--- src/rtl/add8_sequencer.sv ---
// Runs one 8-bit add or subtract as two passes through a 4-bit nibble adder:
// the low nibble first, then the high nibble. Returns the result and flags to
// the ALU controller through a start/done handshake.
module add8_sequencer #(
    parameter int TIMEOUT = 16
) (
    input  logic       clk,
    input  logic       reset,
    input  logic       start,
    input  logic [7:0] A,
    input  logic [7:0] B,
    input  logic       sub,
    output logic [7:0] result,
    output logic       c_out,
    output logic       overflow,
    output logic       zero,
    output logic       error,
    output logic       busy,
    output logic       done,
    output logic       add_en,
    output logic [3:0] add_A,
    output logic [3:0] add_B,
    output logic       add_c_in,
    input  logic [3:0] add_sum,
    input  logic       add_c_out,
    input  logic       add_ready
);

    localparam int CW = $clog2(TIMEOUT + 1);

    typedef enum logic [2:0] {
        IDLE,
        LOW,
        GAP,
        HIGH,
        DONE
    } state_t;

    state_t        state_reg;
    logic [7:0]    a_reg;
    logic [7:0]    bop_reg;
    logic [3:0]    low_reg;
    logic          c_mid_reg;
    logic [CW-1:0] count_reg;

    always_ff @(posedge clk) begin
        if (reset) begin
            state_reg <= IDLE;
            a_reg     <= '0;
            bop_reg   <= '0;
            low_reg   <= '0;
            c_mid_reg <= 1'b0;
            count_reg <= '0;
            result    <= '0;
            c_out     <= 1'b0;
            overflow  <= 1'b0;
            zero      <= 1'b0;
            error     <= 1'b0;
            busy      <= 1'b0;
            done      <= 1'b0;
            add_en    <= 1'b0;
            add_A     <= '0;
            add_B     <= '0;
            add_c_in  <= 1'b0;
        end else begin
            done <= 1'b0;
            case (state_reg)
                IDLE, DONE: begin
                    state_reg <= IDLE;
                    // DONE behaves as idle for acceptance so a back-to-back
                    // start lands on the edge right after the done pulse.
                    if (start) begin
                        a_reg     <= A;
                        bop_reg   <= sub ? ~B : B;
                        add_A     <= A[3:0];
                        add_B     <= sub ? ~B[3:0] : B[3:0];
                        add_c_in  <= sub;
                        add_en    <= 1'b1;
                        busy      <= 1'b1;
                        error     <= 1'b0;
                        count_reg <= '0;
                        state_reg <= LOW;
                    end
                end

                LOW: begin
                    if (add_ready) begin
                        low_reg   <= add_sum;
                        c_mid_reg <= add_c_out;
                        add_en    <= 1'b0;
                        state_reg <= GAP;
                    end else if (count_reg == CW'(TIMEOUT - 1)) begin
                        result    <= '0;
                        c_out     <= 1'b0;
                        overflow  <= 1'b0;
                        zero      <= 1'b0;
                        error     <= 1'b1;
                        add_en    <= 1'b0;
                        busy      <= 1'b0;
                        done      <= 1'b1;
                        state_reg <= DONE;
                    end else begin
                        count_reg <= count_reg + 1'b1;
                    end
                end

                GAP: begin
                    // Wait for ready to drop so the adder's enable count restarts.
                    if (!add_ready) begin
                        add_A     <= a_reg[7:4];
                        add_B     <= bop_reg[7:4];
                        add_c_in  <= c_mid_reg;
                        add_en    <= 1'b1;
                        count_reg <= '0;
                        state_reg <= HIGH;
                    end
                end

                HIGH: begin
                    if (add_ready) begin
                        result    <= {add_sum, low_reg};
                        c_out     <= add_c_out;
                        overflow  <= (a_reg[7] == bop_reg[7]) && (add_sum[3] != a_reg[7]);
                        zero      <= ({add_sum, low_reg} == 8'h00);
                        add_en    <= 1'b0;
                        busy      <= 1'b0;
                        done      <= 1'b1;
                        state_reg <= DONE;
                    end else if (count_reg == CW'(TIMEOUT - 1)) begin
                        result    <= '0;
                        c_out     <= 1'b0;
                        overflow  <= 1'b0;
                        zero      <= 1'b0;
                        error     <= 1'b1;
                        add_en    <= 1'b0;
                        busy      <= 1'b0;
                        done      <= 1'b1;
                        state_reg <= DONE;
                    end else begin
                        count_reg <= count_reg + 1'b1;
                    end
                end

                default: begin
                    add_en    <= 1'b0;
                    busy      <= 1'b0;
                    state_reg <= IDLE;
                end
            endcase
        end
    end

endmodule
--- config.mk ---
export PLATFORM = sky130hd
export DESIGN_NAME = add8_sequencer
export DESIGN_NICKNAME = d
export VERILOG_FILES = /design/src/rtl/add8_sequencer.sv
export SDC_FILE = /design/constraint.sdc
export NUM_CORES = 1
export LEC_CHECK = 0
export CAP_MARGIN = 10
export CORE_AREA = 2 2 66 68
export DETAILED_ROUTE_END_ITERATION = 10
export DIE_AREA = 0 0 68 70
export GPL_TIMING_DRIVEN = 0
export PLACE_DENSITY = 0.83
export SLEW_MARGIN = 20
export SYNTH_ARGS = -nofsm -noshare
export SYNTH_HDL_FRONTEND = slang
export SYNTH_SLANG_ARGS = --single-unit
--- constraint.sdc ---
create_clock -name clk -period 3.3 [get_ports clk]
set_input_delay 0.99 -clock clk [delete_from_list [all_inputs] [get_ports clk]]
set_output_delay 0.99 -clock clk [all_outputs]
set_load 0.03 [all_outputs]
* After elaboration in Yosys (flattened, before gate mapping) *
Index checks and enable logic that the tools add are counted.

operators by class
  reductions and logical operators = 17
  multipliers = 0
  mux-type cells = 55
  div/mod/pow operators = 0
  add/subtract/negate cells = 1
  shift operators = 0
  bitwise logic cells = 3
  $lt $le $gt $ge = 0
  equality and inequality tests = 14

operators by type and width
  cell                 count
  $mux 8               4
  $mux 1               25
  $mux 4               5
  $mux 5               4
  $pmux 4 s2           2
  $pmux 8 s2           1
  $pmux 5 s3           1
  $mux 3               4
  $pmux 1 s2           6
  $pmux 3 s4           1
  $ne 2x2->1 const B   5
  $reduce_and 3->1     3
  $logic_not 8->1      1
  $not 8->8            1
  $eq 3x2->1 const B   2
  $reduce_and 2->1     3
  $reduce_bool 2->1    3
  $add 5x1->5 const B  1
  $eq 5x4->1 const B   1
  $reduce_and 5->1     1
  $not 4->4            1
  $pmux 1 s4           1
  $reduce_and 4->1     1
  $reduce_or 2->1      2
  11 further kinds     11

word-level totals
  memory bits (writable) = 0
  register bits = 53
  memories kept = 0
  output and inout port bits = 24
  bits in read-only memories = 0
  input port bits = 26
  latch bits = 0

* Longest topological paths before layout *
  word-level depth = 4
  depth in mapped cells = 7
  gate-level depth less buffers = 6

* Worst setup path after synthesis *
No wires, ideal clock.

  kind = input-to-reg
  from = input add_ready
  to = register c_out
  buffers on the path = 2
  setup time = 0.071 ns
  data arrival time = 1.950 ns
  stages on the path = 5
  path slack = 1.279 ns
  path through = buf_2 mux2i_1 clkbuf_1 o21ai_1 a21oi_1

between the ends
  word-level cells in the longest chain between the ends = 2
  elaborated cells on any way between the ends = 4
  classes of those cells = eq/ne: 1; mux: 2; reduce/logical: 1

ends and longest elaborated chain
  element                                                line  RTL
  from (decl)                                            26    input logic add_ready
  $mux 1 / $ne 2x2->1 (equally long branches)            -
  $pmux 1 s2 / $reduce_and 2->1 (equally long branches)  -
  to (signal assigned)                                   122   c_out <= add_c_out;
  to (decl)                                              14    output logic c_out,

Parallel ways exist; a longest one is shown, timed or not.
A chain may end at the register's enable or synchronous reset.

* Worst setup path after layout *
  from = input add_ready
  to = register overflow

between the ends
  word-level cells in the longest chain between the ends = 2
  elaborated cells on any way between the ends = 4
  classes of those cells = eq/ne: 1; mux: 2; reduce/logical: 1

ends and longest elaborated chain
  element                                                line  RTL
  $mux 1 / $ne 2x2->1 (equally long branches)            -
  $pmux 1 s2 / $reduce_and 2->1 (equally long branches)  -
  to (signal assigned)                                   123   overflow <= (a_reg[7] == bop_reg[7]) && (add_sum[3] != a_reg[7]);
  to (decl)                                              15    output logic overflow,

Parallel ways exist; a longest one is shown, timed or not.

==> results.md <==
* Tightest Pin Transition at between 0.6 and 0.7 ns
* Biggest area consumer among synthesized cells: dfxtp_1
* DR WL/cell at 15.7 um
* FILL cells at 366
* CTS clock-pin slew for the worst setup and hold paths at 0.08 ns
* Drt pass-1 iters at 4
* # IOs at 50
* # resized after CTS at 0
* CTS Hold Bufs at 0
* CTS max path bufs at 2
* Pwr dens at 435 nW/um2
* WP data required at 3.53 ns
* Mapped cell area at 2090 um2
* P_leak at 0.935 nW
* Largest net degree at the start of global routing at 15
* Chip Height at 70 um
* Rel. slew slack at between 50 and 60%
* Post-synthesis sequential area ratio at 43.2%
* GRT Resource Usage Total at 24.6%
* WL final at 5280 um
* Worst EP arrival at 2.74 ns
* Die ar. at approximately 4800 um2
* Proportion of layout cells with a drive suffix above 1 at around 7.7%
* Antenna-violating nets left at 0
* Critical path class: in2reg
* Clk sinks at 45
* Remaining DRCs at 0
* GP Congestion at between 0.8 and 0.9
* Post-synth top area share at 43.2%
* Post-synthesis adder-cell area fraction at ~1.8%
* Ranking of synthesized cells by area: dfxtp_1, mux2i_1, a21oi_1, a211oi_1, nand2_1
* Total Neg Setup Slack at 0 ns
* Crit path time final at 2.51 ns
* Post-CTS Setup Inserts at 0
* Antenna cells at 0
* Post-synthesis mux area share at 6.24%
* Area growth syn-to-layout at 30.3%
* Period utilization at between 70% and 80%
* Cell Area, Placed at 2630 um2
* First-pass GRT wire length at roughly 9000 um
* CTS Buf Count at 5
* Mean Syn Cell Area at 9.11 um2
* Die X at 68 um
* Congestion Overflow GR at 0
* Syn Inst Count at around 230
* Synth top cells by count: dfxtp_1, a21oi_1, nand2_1, mux2i_1
* FF+latch count, synth at 45
* Asr flop ratio synth at 0%
* Core Box Area at 4140 um2
* Largest register FFs at 8
* Post-synth EDFFs at 0
* # nets final at 313
* TritonCTS clock tree: built
* Final Instance Area at 2720 um2
* Initial DRC Count at 81
* Via-per-instance ratio at 5.72
* Final setup violation count at 0
* Final hold vios at 0
* Compound-Gate Fraction of Synth Area at ~17%
* Setup crit start kind: input pin
* Dominant synthesized flop cell: dfxtp_1
* Initial core utilization at 50.4%
* Vias in the first global route at 1906
* Clock Skews at roughly 0.0046 ns
* Most common cell in the netlist: dfxtp_1
* Later-pin clock latency in the skew report at ~0.3 ns
* CP Capture Type: flip-flop
* Htree depth at 2
* RSZ-0062 raised after global routing: no
* Peak VDD IR at 0.269 mV
* Xor/xnor cell area share of the yosys netlist at 3.36%
* Worst hold path class: reg2reg
* Post-synth cell types at 43
* PortBufs at 48
* Dominant combinational cell family by area after synthesis: simple AND/OR/NAND/NOR gates
* # rows at 24
* Synth Area in Simple Gates at roughly a quarter
* Crit-path max FO at 10
* Fmax at roughly 400 MHz
* Fin. max-slew vios at 0
* Root buf cell: clkbuf_8
* Post-synth net total at 258
* HPWL after detailed placement at 3720 um
* Via count at approximately 1900
* Max Cap Violations at 0
* Synth Warn # at 0
* Antenna violations before repair at 0
* Fin util at 65.6%
* Status: finished clean
## power by group
| group | internal (mW) | leakage [nW] | switching (mW) |
|---|---|---|---|
| clock network | 0.149 | 0.0374 | 0.191 |
| registers | 0.573 | 0.367 | 0.0214 |
| logic | 0.112 | 0.530 | 0.135 |
| total | 0.834 | 0.935 | 0.348 |
## layout make-up
type                            instances  area (um2)  share of cell area, %
Buffer                                 21        98.8                   3.63
Clock inverter                          2        15.0                  0.552
Inverter                                2        7.51                  0.276
Clock buffer                            6        72.6                   2.67
Sequential cell                        45         901                   33.1
Multi-Input combinational cell        161        1080                   39.7
Timing Repair Buffer                   48         480                   17.7
Tap cell                               52        65.1                   2.39
## worst paths after layout
kind / from / endpoint / slack [ns] / cells past startpoint
min reg2reg: a_reg[4] / a_reg[4] / 0.47 / 2
min: a_reg[4] / a_reg[4] / 0.47 / 2
max reg2reg: count_reg[0] / overflow / 1.26 / 7
max: add_ready / overflow / 0.79 / 6
## through the flow
stage	total power, mW	setup slack [ns]	hold WS, ns	instances
after floorplan	0.754	1.28	0.436	229
after global routing	1.24	0.616	0.500	337
after global placement	0.845	0.506	0.444	329
final	1.18	0.786	0.466	337
after CTS	1.19	0.807	0.463	337
after detailed placement	0.852	0.488	0.452	329
## cell families after synthesis
logic type	Yosys count
buf+inv	23
compound gates	59
fa+ha+maj	3
flops	45
mux	13
simple gates	78
xor+xnor	8
## routing by layer
| layer | wire [um] | vias to the layer above | track usage (%) |
|---|---|---|---|
| met5 | 0 | - | 0 |
| met4 | 71 | 0 | 8.44 |
| met3 | 269 | 7 | 4.83 |
| met2 | 2730 | 54 | 40.3 |
| met1 | 2200 | 922 | 31.5 |
| li1 | - | 943 | - |
## layout by cell type (no fill, tap or decap), types with 2 or more instances in the layout
cell type	n
nor4_1	2
o21ai_0	5
nand2b_1	4
or3b_1	2
xor2_1	4
ha_1	3
mux2i_1	13
buf_2	7
nor2_1	12
xnor2_1	4
o21ai_1	10
nor3b_1	2
or4b_1	5
a211oi_1	10
nand4b_1	2
inv_1	2
nor3_1	12
clkbuf_8	5
dfxtp_1	45
nand3_1	5
nor4bb_1	2
nand2_1	18
and3b_1	3
o221ai_1	4
a21oi_1	24
clkbuf_1	12
clkinvlp_4	2
clkdlybuf4s50_1	48
## worst max-delay path, cell delays in order
cell and delay (ns):
clkdlybuf4s50_1 0.51, buf_2 0.25, mux2i_1 0.33, clkbuf_1 0.40
o21ai_1 0.11, a21oi_1 0.14
No activity file was read; power rests on OpenSTA's default activity.
